`src/rtl/dmem_bridge.sv`:
```
// rtl/dmem_bridge.sv - CPU load/store port to request/grant/response data-memory bridge
// Optional posted write buffer enabled by defining DMEM_WBUF_EN.
module dmem_bridge #(
    parameter int AW = 32,
    parameter int DW = 32
) (
    input  logic              clk,
    input  logic              rst,
    input  logic              cpu_re,
    input  logic              cpu_we,
    input  logic [AW-1:0]     cpu_addr,
    input  logic [DW-1:0]     cpu_wdata,
    input  logic [DW/8-1:0]   cpu_wstrb,
    output logic [DW-1:0]     cpu_rdata,
    output logic              stall,
    output logic              mem_req,
    output logic              mem_we,
    output logic [AW-1:0]     mem_addr,
    output logic [DW-1:0]     mem_wdata,
    output logic [DW/8-1:0]   mem_wstrb,
    input  logic              mem_gnt,
    input  logic              mem_rvalid,
    input  logic [DW-1:0]     mem_rdata,
    output logic [31:0]       stall_cnt
);

    localparam int SW = DW / 8;

    typedef enum logic [1:0] {
        S_IDLE,
        S_REQ,
        S_WAIT,
        S_DONE
    } state_t;

    state_t          state_q, state_d;
    logic            mem_req_q, mem_req_d;
    logic            mem_we_q, mem_we_d;
    logic [AW-1:0]   mem_addr_q, mem_addr_d;
    logic [DW-1:0]   mem_wdata_q, mem_wdata_d;
    logic [SW-1:0]   mem_wstrb_q, mem_wstrb_d;
    logic [DW-1:0]   rdata_q, rdata_d;
    logic [31:0]     stall_cnt_q, stall_cnt_d;
    logic            cpu_req;
`ifdef DMEM_WBUF_EN
    logic            wbuf_q, wbuf_d;
`endif

    assign cpu_req = cpu_re | cpu_we;

    always_comb begin
        state_d     = state_q;
        mem_req_d   = mem_req_q;
        mem_we_d    = mem_we_q;
        mem_addr_d  = mem_addr_q;
        mem_wdata_d = mem_wdata_q;
        mem_wstrb_d = mem_wstrb_q;
        rdata_d     = rdata_q;
        stall       = 1'b0;
`ifdef DMEM_WBUF_EN
        wbuf_d      = wbuf_q;
`endif

        case (state_q)
            S_IDLE: begin
`ifdef DMEM_WBUF_EN
                // The buffered write owns the memory port; everything else waits for it to drain.
                if (wbuf_q) begin
                    stall = cpu_req;
                    if (mem_gnt) begin
                        wbuf_d    = 1'b0;
                        mem_req_d = 1'b0;
                    end
                end else if (cpu_we) begin
                    mem_addr_d  = {cpu_addr[AW-1:2], 2'b00};
                    mem_we_d    = 1'b1;
                    mem_wdata_d = cpu_wdata;
                    mem_wstrb_d = cpu_wstrb;
                    mem_req_d   = 1'b1;
                    wbuf_d      = 1'b1;
                end else if (cpu_re) begin
                    stall       = 1'b1;
                    mem_addr_d  = {cpu_addr[AW-1:2], 2'b00};
                    mem_we_d    = 1'b0;
                    mem_wdata_d = cpu_wdata;
                    mem_wstrb_d = '0;
                    mem_req_d   = 1'b1;
                    state_d     = S_REQ;
                end
`else
                stall = cpu_req;
                if (cpu_req) begin
                    mem_addr_d  = {cpu_addr[AW-1:2], 2'b00};
                    mem_we_d    = cpu_we;
                    mem_wdata_d = cpu_wdata;
                    mem_wstrb_d = cpu_we ? cpu_wstrb : '0;
                    mem_req_d   = 1'b1;
                    state_d     = S_REQ;
                end
`endif
            end
            S_REQ: begin
                stall = cpu_req;
                if (mem_gnt) begin
                    mem_req_d = 1'b0;
                    state_d   = mem_we_q ? S_DONE : S_WAIT;
                end
            end
            S_WAIT: begin
                stall = cpu_req;
                if (mem_rvalid) begin
                    rdata_d = mem_rdata;
                    state_d = S_DONE;
                end
            end
            S_DONE: begin
                state_d = S_IDLE;
            end
            default: begin
                state_d = S_IDLE;
            end
        endcase

        stall_cnt_d = stall_cnt_q + {31'b0, stall};
    end

    always_ff @(posedge clk) begin
        if (rst) begin
            state_q     <= S_IDLE;
            mem_req_q   <= 1'b0;
            mem_we_q    <= 1'b0;
            mem_addr_q  <= '0;
            mem_wdata_q <= '0;
            mem_wstrb_q <= '0;
            rdata_q     <= '0;
            stall_cnt_q <= '0;
`ifdef DMEM_WBUF_EN
            wbuf_q      <= 1'b0;
`endif
        end else begin
            state_q     <= state_d;
            mem_req_q   <= mem_req_d;
            mem_we_q    <= mem_we_d;
            mem_addr_q  <= mem_addr_d;
            mem_wdata_q <= mem_wdata_d;
            mem_wstrb_q <= mem_wstrb_d;
            rdata_q     <= rdata_d;
            stall_cnt_q <= stall_cnt_d;
`ifdef DMEM_WBUF_EN
            wbuf_q      <= wbuf_d;
`endif
        end
    end

    assign cpu_rdata = rdata_q;
    assign mem_req   = mem_req_q;
    assign mem_we    = mem_we_q;
    assign mem_addr  = mem_addr_q;
    assign mem_wdata = mem_wdata_q;
    assign mem_wstrb = mem_wstrb_q;
    assign stall_cnt = stall_cnt_q;

endmodule

```
`config.mk`:
```
export PLATFORM = sky130hd
export DESIGN_NAME = dmem_bridge
export DESIGN_NICKNAME = d
export VERILOG_FILES = /design/src/rtl/dmem_bridge.sv
export SDC_FILE = /design/constraint.sdc
export NUM_CORES = 1
export LEC_CHECK = 0
export ABC_AREA = 1
export BUFFER_PORTS_ARGS = -buffer_cell sky130_fd_sc_hd__buf_2
export CAP_MARGIN = 10
export CORE_ASPECT_RATIO = 1.75
export CORE_UTILIZATION = 47
export DETAILED_ROUTE_END_ITERATION = 6
export GPL_TIMING_DRIVEN = 0
export PLACE_DENSITY_LB_ADDON = 0.12
export SYNTH_ARGS = -nofsm -noshare
export SYNTH_HDL_FRONTEND = slang
export SYNTH_SLANG_ARGS = --single-unit
```
`constraint.sdc`:
```
create_clock -name clk -period 2.5 [get_ports clk]
set_input_delay 0.25 -clock clk [delete_from_list [all_inputs] [get_ports clk]]
set_output_delay 0.25 -clock clk [all_outputs]
set_load 0.005 [all_outputs]
```
==> impl_metrics.prom, run 1 <==
# TYPE chip_impl_metric gauge
chip_impl_metric{name="clk_transition_reported_paths",unit="ps"} 60
chip_impl_metric{name="power_density",unit="nW/µm²"} 1045
chip_impl_metric{name="grt_start_max_net_pins",unit=""} 17
chip_impl_metric{name="synthesis.instances",unit=""} 718
chip_impl_metric{name="skew",unit="ps"} 7.313
chip_impl_metric{name="achievable-frequency",unit="MHz"} 456.3
chip_impl_metric{name="route.detailed.wl_per_inst",unit="µm"} 13.69
chip_impl_metric{name="met3_wirelength",unit="µm"} 1091
chip_impl_metric{name="synthArstFlopShare",unit="%"} 0
chip_impl_metric{name="detail_route.iter0.violations",unit=""} 137
chip_impl_metric{name="synth_edf_count",unit=""} 0
chip_impl_metric{name="clock_tree.htree_level_count",unit=""} 4
chip_impl_metric{name="dr_total_vias",unit=""} 5346
chip_impl_metric{name="placed_wire_length_estimate_after_detailed_placement",unit="µm"} 11870
chip_impl_metric{name="hold_viol_final",unit=""} 0
chip_impl_info{name="run_status",value="finished, final reports clean"} 1
chip_impl_metric{name="placement_rows",unit=""} 51
chip_impl_info{name="clk_root_buffer_cell",value="clkbuf_16"} 1
chip_impl_metric{name="tightest_slew",unit="ps"} 507.3
chip_impl_metric{name="finalInstanceArea",unit="µm²"} 7307
chip_impl_metric{name="initial_standard_cell_utilization_of_the_core",unit="%"} 48.20
chip_impl_metric{name="wirelength",unit="µm"} 15340
chip_impl_metric{name="grt_pass1_vias",unit=""} 4624
chip_impl_metric{name="clock-sinks",unit=""} 134
chip_impl_metric{name="post_drt_via_cell_ratio",unit=""} 4.773
chip_impl_metric{name="nets",unit=""} 1088
chip_impl_metric{name="worst-endpoint-arrival",unit="ps"} 2500
chip_impl_info{name="r2r_end",value="stall_cnt[30]$_SDFF_PP0_"} 1
chip_impl_metric{name="proportion_of_netlist_area_held_by_the_largest_area_contributor",unit="%"} 50.13
chip_impl_info{name="synth_top_flop_cell",value="dfxtp_1"} 1
chip_impl_metric{name="detail_route.wirelength.met1",unit="µm"} 5618
chip_impl_metric{name="grt_overflow_total",unit=""} 0
chip_impl_metric{name="timing.max_cap.violations",unit=""} 0
chip_impl_metric{name="crit_path_max_fanout",unit=""} 6
chip_impl_metric{name="first_pass_grt_wire_length",unit="µm"} 22580
chip_impl_metric{name="final.setup.worst_slack",unit="ps"} 308.3
chip_impl_metric{name="slew_viol_final",unit=""} 0
chip_impl_metric{name="placeable_core_region",unit="µm²"} 11100
chip_impl_info{name="criticalPathCategory",value="register to register"} 1
chip_impl_metric{name="synth_seq_cells",unit=""} 134
chip_impl_metric{name="setup_tns",unit="ps"} 0
chip_impl_info{name="tritoncts",value="yes"} 1
chip_impl_metric{name="worst_r2r_setup_slack",unit="ps"} 310
chip_impl_metric{name="post-cts-setup-buffers",unit=""} 0
chip_impl_metric{name="floorplan.die.height",unit="µm"} 143.2
chip_impl_metric{name="finalSetupViolCount",unit=""} 0
chip_impl_metric{name="num-fill-cells",unit=""} 1060
chip_impl_metric{name="hold_buffers",unit=""} 0
chip_impl_info{name="rsz0062_at_grt",value="false"} 1
chip_impl_metric{name="mappedNetlistArea",unit="µm²"} 5351
chip_impl_metric{name="clkLatencyLatePin",unit="ps"} 410
chip_impl_metric{name="die_w",unit="µm"} 82.66
chip_impl_metric{name="post_synth.cell_area_avg",unit="µm²"} 7.453
chip_impl_info{name="rr_startpoint",value="state_q[0]$_SDFFE_PP0P_"} 1
chip_impl_metric{name="finalWorstPathRequiredPeriod",unit="ps"} 2192
chip_impl_metric{name="worstPathRequired",unit="ps"} 2800
chip_impl_metric{name="placement.io_buffers",unit=""} 236
chip_impl_info{name="maxUsedRoutingLayer",value="met4"} 1
chip_impl_info{name="largest_cells_by_area_after_synthesis",value="dfxtp_1, nor2_1, o21ai_0"} 1
chip_impl_metric{name="grt.total_usage",unit="%"} 25.63
chip_impl_metric{name="dp_worst_setup_slack",unit="ps"} 320.2
chip_impl_metric{name="final.period_utilization",unit="%"} 87.67
chip_impl_metric{name="met2_length",unit="µm"} 8207
chip_impl_metric{name="max-vdd-ir-drop",unit="mV"} 0.6937
chip_impl_metric{name="finalWeightedCongestion",unit=""} 0.8836
chip_impl_metric{name="placed_cell_area",unit="µm²"} 6701
chip_impl_metric{name="die_ar",unit="µm²"} 11830
chip_impl_metric{name="postRouteAntennaNets",unit=""} 0
chip_impl_metric{name="finalHoldWorstSlack",unit="ps"} 85.04
chip_impl_metric{name="drcViolationCount",unit=""} 0
chip_impl_info{name="setup.worst_path.start",value="state_q[0]$_SDFFE_PP0P_"} 1
chip_impl_metric{name="number_of_buffers_on_the_longest_clock_path",unit=""} 2
chip_impl_info{name="synth_top_cell_by_area",value="dfxtp_1"} 1
chip_impl_metric{name="slew_headroom",unit="%"} 66.18
chip_impl_metric{name="antenna_found_initial",unit=""} 1
chip_impl_metric{name="cts_buffers",unit=""} 17
chip_impl_metric{name="synth-warning-count",unit=""} 0
chip_impl_info{name="setup.worst_path.start_class",value="register"} 1
chip_impl_metric{name="synth.distinct_cells",unit=""} 26
chip_impl_metric{name="power_leakage",unit="nW"} 3.546
chip_impl_metric{name="first_pass_iters",unit=""} 4
chip_impl_metric{name="worst-r2r-cell-count",unit=""} 11
chip_impl_info{name="endpoint_class_of_the_critical_path",value="register"} 1
chip_impl_metric{name="ios",unit=""} 241
chip_impl_metric{name="synth-seq-area-share",unit="%"} 50.13
chip_impl_metric{name="share_of_layout_cells_above_drive_strength_1",unit="%"} 31.31
chip_impl_metric{name="post_cts.resized_instances",unit=""} 0
chip_impl_metric{name="syn_to_final_growth",unit="%"} 36.54
chip_impl_info{name="hold_path_class",value="primary input to register"} 1
chip_impl_info{name="crit_end",value="stall_cnt[30]$_SDFF_PP0_"} 1
## cell usage in the layout (no fill, tap or decap), types with 5 or more instances in the layout
cell type	count
nor2_1	255
buf_2	246
dfxtp_1	134
o21ai_0	102
nand2_1	80
a21oi_1	26
inv_1	23
clkbuf_1	19
clkbuf_16	17
nand3_1	15
ha_1	8
nor2_4	7
nand2_2	6
nor2_2	5
buf_4	5
## critical path, cell delays in order, from the launching register on
cell     delay, ps
dfxtp_1        350
ha_1           210
nor2_1         260
ha_1           240
ha_1           170
nand2_1        100
nor2_1         170
nand2_1        170
nor2_4         220
nand3_1        100
nand2_1         60
nor2_1          30
## cell type report
cell class / instances / area, µm² / area share (%)
multi-input cells: 525 / 2401 / 32.86
diodes: 1 / 2.502 / 0.03425
clock buffers: 18 / 429.2 / 5.873
well taps: 132 / 165.2 / 2.260
repair buffers: 236 / 1181 / 16.16
plain buffers: 35 / 177.7 / 2.432
flip-flops and latches: 134 / 2683 / 36.71
inverters: 25 / 93.84 / 1.284
clock inverters: 14 / 173.9 / 2.380
## stage by stage
stage	utilization [%]	power (mW)	std cells
6_report	65.81	7.636	1120
5_1_grt	65.81	8.162	1120
4_1_cts	65.79	7.702	1119
3_5_place_dp	60.36	5.152	1087
3_3_place_gp	60.36	5.117	1087
2_1_floorplan	-	4.223	719
## sequential cells by signal, summed over array words and instances, names as in the netlist
name and flops:
mem_addr 30, mem_req 1, mem_wstrb 4, mem_we 1
cpu_rdata 32, state_q 2, mem_wdata 32, stall_cnt 32
## routing by layer
metal | up-vias | GRT usage, %
li1 | 2791 | -
met1 | 2365 | 25.22
met2 | 159 | 47.45
met3 | 31 | 8.051
met4 | 0 | 10.53
met5 | - | 0
## how the worst min path moves through the flow
| stage | start | to | slack (ps) | depth (start not counted) |
|---|---|---|---|---|
| finish | mem_rdata[14] | cpu_rdata[14]$_SDFFE_PP0P_ | 90 | 3 |
| global route | cpu_addr[30] | mem_addr[30]$_SDFFE_PP0P_ | 80 | 3 |
| floorplan | cpu_wstrb[0] | mem_wstrb[0]$_SDFFE_PP0P_ | 400 | 2 |
| CTS | cpu_addr[30] | mem_addr[30]$_SDFFE_PP0P_ | 70 | 3 |
| global placement | mem_wstrb[0]$_SDFFE_PP0P_ | mem_wstrb[0]$_SDFFE_PP0P_ | 450 | 2 |
| detailed placement | mem_wstrb[3]$_SDFFE_PP0P_ | mem_wstrb[3]$_SDFFE_PP0P_ | 450 | 2 |
## cells in the mapped netlist, types with 6 or more instances
library cell / instances
nor2_1: 255
o21ai_0: 102
clkbuf_1: 18
nor2_4: 7
nand2_2: 6
ha_1: 8
buf_2: 10
dfxtp_1: 134
a21oi_1: 26
nand3_1: 15
inv_1: 23
nand2_1: 80
## logic make-up after synthesis
kind of cell,share of synthesized area [%]
XOR/XNOR,0.8183
adder cells (fa/ha/maj),1.871
buffers and inverters,5.074
AND/OR/NAND/NOR,29.93
other,0.07008
flip-flops,50.13
AO/OA/AOI/OAI,12.11
## report_power, final
part	leakage [nW]	total, mW	internal, mW	switching [mW]
combinational	2.16	2.21	0.911	1.30
sequential	1.10	2.87	2.64	0.227
clock	0.283	2.55	1.58	0.977
Power figures use the tool's default switching activity.
==> inputs of run 2 (changes only) <==
PLACE_DENSITY = 0.8   (was not set)
PLACE_DENSITY_LB_ADDON = not set   (was 0.12)
==> impl_metrics.prom, run 2 (synthesized netlist as in run 1, its figures left out) <==
# TYPE chip_impl_metric gauge
chip_impl_info{name="run_status",value="finished, final reports clean"} 1
chip_impl_metric{name="post_cts.resized_instances",unit=""} 0
chip_impl_metric{name="grt_overflow_total",unit=""} 0
chip_impl_metric{name="clk_transition_reported_paths",unit="ps"} 70
chip_impl_info{name="tritoncts",value="yes"} 1
chip_impl_metric{name="initial_standard_cell_utilization_of_the_core",unit="%"} 48.20
chip_impl_metric{name="die_w",unit="µm"} 82.66
chip_impl_metric{name="seq_area",unit="µm²"} 2683
chip_impl_info{name="most_common_cell_after_layout_fill_and_taps_aside",value="nor2_1"} 1
chip_impl_metric{name="wirelength",unit="µm"} 15500
chip_impl_metric{name="skew",unit="ps"} 7.577
chip_impl_metric{name="placeable_core_region",unit="µm²"} 11100
chip_impl_metric{name="postRouteAntennaNets",unit=""} 0
chip_impl_info{name="crit_path_top_delay_cell",value="dfxtp_1"} 1
chip_impl_metric{name="worstPathRequired",unit="ps"} 2810
chip_impl_info{name="endpoint_class_of_the_critical_path",value="register"} 1
chip_impl_metric{name="first_pass_iters",unit=""} 4
chip_impl_metric{name="number_of_buffers_on_the_longest_clock_path",unit=""} 2
chip_impl_metric{name="first_pass_grt_wire_length",unit="µm"} 24010
chip_impl_metric{name="finalSetupViolCount",unit=""} 0
chip_impl_metric{name="detail_route.iter0.violations",unit=""} 153
chip_impl_metric{name="power_leakage",unit="nW"} 3.546
chip_impl_metric{name="power_density",unit="nW/µm²"} 1037
chip_impl_metric{name="placement_rows",unit=""} 51
chip_impl_info{name="crit_path_cell_trace",value="ha_1, nor2_1, ha_1, ha_1, nand2_1, nor2_1, nand2_1, nor2_4, and2_1, nor2_1"} 1
chip_impl_metric{name="tightest_slew",unit="ps"} 536.8
chip_impl_metric{name="achievable-frequency",unit="MHz"} 474.0
chip_impl_metric{name="timing.max_cap.violations",unit=""} 0
chip_impl_metric{name="ios",unit=""} 241
chip_impl_metric{name="multi_input_comb_area",unit="µm²"} 2401
chip_impl_metric{name="post_drt_via_cell_ratio",unit=""} 4.870
chip_impl_metric{name="hold_buffers",unit=""} 0
chip_impl_info{name="layout.cells.most_common_list",value="nor2_1, buf_2, dfxtp_1"} 1
chip_impl_metric{name="finalWeightedCongestion",unit=""} 0.8933
chip_impl_metric{name="worst-endpoint-arrival",unit="ps"} 2420
chip_impl_metric{name="fin_total_pwr",unit="mW"} 7.543
chip_impl_metric{name="route.detailed.wl_per_inst",unit="µm"} 13.84
chip_impl_metric{name="nets",unit=""} 1088
chip_impl_metric{name="slew_viol_final",unit=""} 0
chip_impl_metric{name="num-fill-cells",unit=""} 1032
chip_impl_metric{name="finalWorstPathRequiredPeriod",unit="ps"} 2110
chip_impl_metric{name="grt.total_usage",unit="%"} 27.27
chip_impl_metric{name="max-vdd-ir-drop",unit="mV"} 0.8825
chip_impl_metric{name="die_ar",unit="µm²"} 11830
chip_impl_metric{name="post-cts-setup-buffers",unit=""} 0
chip_impl_metric{name="hold_viol_final",unit=""} 0
chip_impl_metric{name="syn_to_final_growth",unit="%"} 35.98
chip_impl_metric{name="grt_start_max_net_pins",unit=""} 17
chip_impl_metric{name="final.period_utilization",unit="%"} 84.40
chip_impl_metric{name="grt_pass1_vias",unit=""} 5153
chip_impl_info{name="criticalPathCategory",value="register to register"} 1
chip_impl_metric{name="dr_total_vias",unit=""} 5454
chip_impl_metric{name="clock_tree.htree_level_count",unit=""} 4
chip_impl_metric{name="placed_wire_length_estimate_after_detailed_placement",unit="µm"} 11790
chip_impl_metric{name="clock-sinks",unit=""} 134
chip_impl_metric{name="setup_tns",unit="ps"} 0
chip_impl_metric{name="floorplan.die.height",unit="µm"} 143.2
chip_impl_metric{name="clkLatencyLatePin",unit="ps"} 420
chip_impl_metric{name="placement.io_buffers",unit=""} 236
chip_impl_metric{name="antenna_found_initial",unit=""} 2
chip_impl_metric{name="share_of_layout_cells_above_drive_strength_1",unit="%"} 31.41
chip_impl_info{name="rsz0062_at_grt",value="false"} 1
chip_impl_metric{name="max_stage_delay",unit="ps"} 350
chip_impl_metric{name="crit_path_max_fanout",unit=""} 6
chip_impl_metric{name="slew_headroom",unit="%"} 64.21
chip_impl_info{name="setup.worst_path.start_class",value="register"} 1
chip_impl_info{name="clk_root_buffer_cell",value="clkbuf_16"} 1
chip_impl_info{name="hold_path_class",value="primary input to register"} 1
chip_impl_metric{name="cts_buffers",unit=""} 17
chip_impl_metric{name="drcViolationCount",unit=""} 0
run 2: cell count changes in the layout (fill, tap and decap cells not counted):
| cell | before | now |
|---|---|---|
| clkinvlp_4 | 4 | 1 |
| bufinv_16 | 3 | 0 |
| inv_6 | 3 | 6 |
| clkinv_2 | 2 | 0 |
| inv_8 | 0 | 7 |
| clkbuf_1 | 19 | 18 |
| clkinv_4 | 2 | 1 |
run 2: metal layers:
layer | wire length, µm | up-vias | track usage, %
met5 | 12 | - | 0
met4 | 677 | 2 | 17.15
met3 | 925 | 46 | 7.093
met2 | 8141 | 214 | 48.49
met1 | 5743 | 2396 | 26.97
li1 | - | 2796 | -
run 2: path summary, 6_finish.rpt:
path                                                start                   endpoint  slack, ps  depth (start not counted)
worst max register to register    state_q[0]$_SDFFE_PP0P_   stall_cnt[14]$_SDFF_PP0_        390                         10
worst min register to register  mem_wstrb[0]$_SDFFE_PP0P_  mem_wstrb[0]$_SDFFE_PP0P_        460                          2
worst max-delay path              state_q[0]$_SDFFE_PP0P_   stall_cnt[14]$_SDFF_PP0_        390                         10
worst min-delay path                         cpu_addr[27]  mem_addr[27]$_SDFFE_PP0P_         70                          3
run 2: stage by stage:
step	hold WS [ps]	cell area [µm²]	utilization, %	worst slack (ps)	instances
finish	69.47	7277	65.54	390.1	1120
global route	73.38	7277	65.54	149.4	1120
CTS	60.63	7274	65.52	380.4	1119
detailed placement	448.8	6701	60.36	404.9	1087
global placement	443.6	6701	60.36	405.8	1087
floorplan	397.4	5355	-	657.1	719
run 2: layout make-up:
class	instances	area share [%]
clock inverter	15	2.029
sequential	134	36.86
antenna	1	0.03439
tap	132	2.270
timing repair buffer	236	16.23
buffer	35	2.442
inverter	25	1.290
multi-input combinational	525	33.00
clock buffer	17	5.846
run 2: power breakdown:
part / internal, mW / switching [mW] / total, mW
Clock: 1.33 / 1.09 / 2.43
Combinational: 0.911 / 1.32 / 2.23
Sequential: 2.64 / 0.239 / 2.88
run 2: critical path, delay by kind of cell (launching register included):
family        cells  cell delay, ps
fa+ha+maj         3             580
flops             1             350
simple gates      7            1060
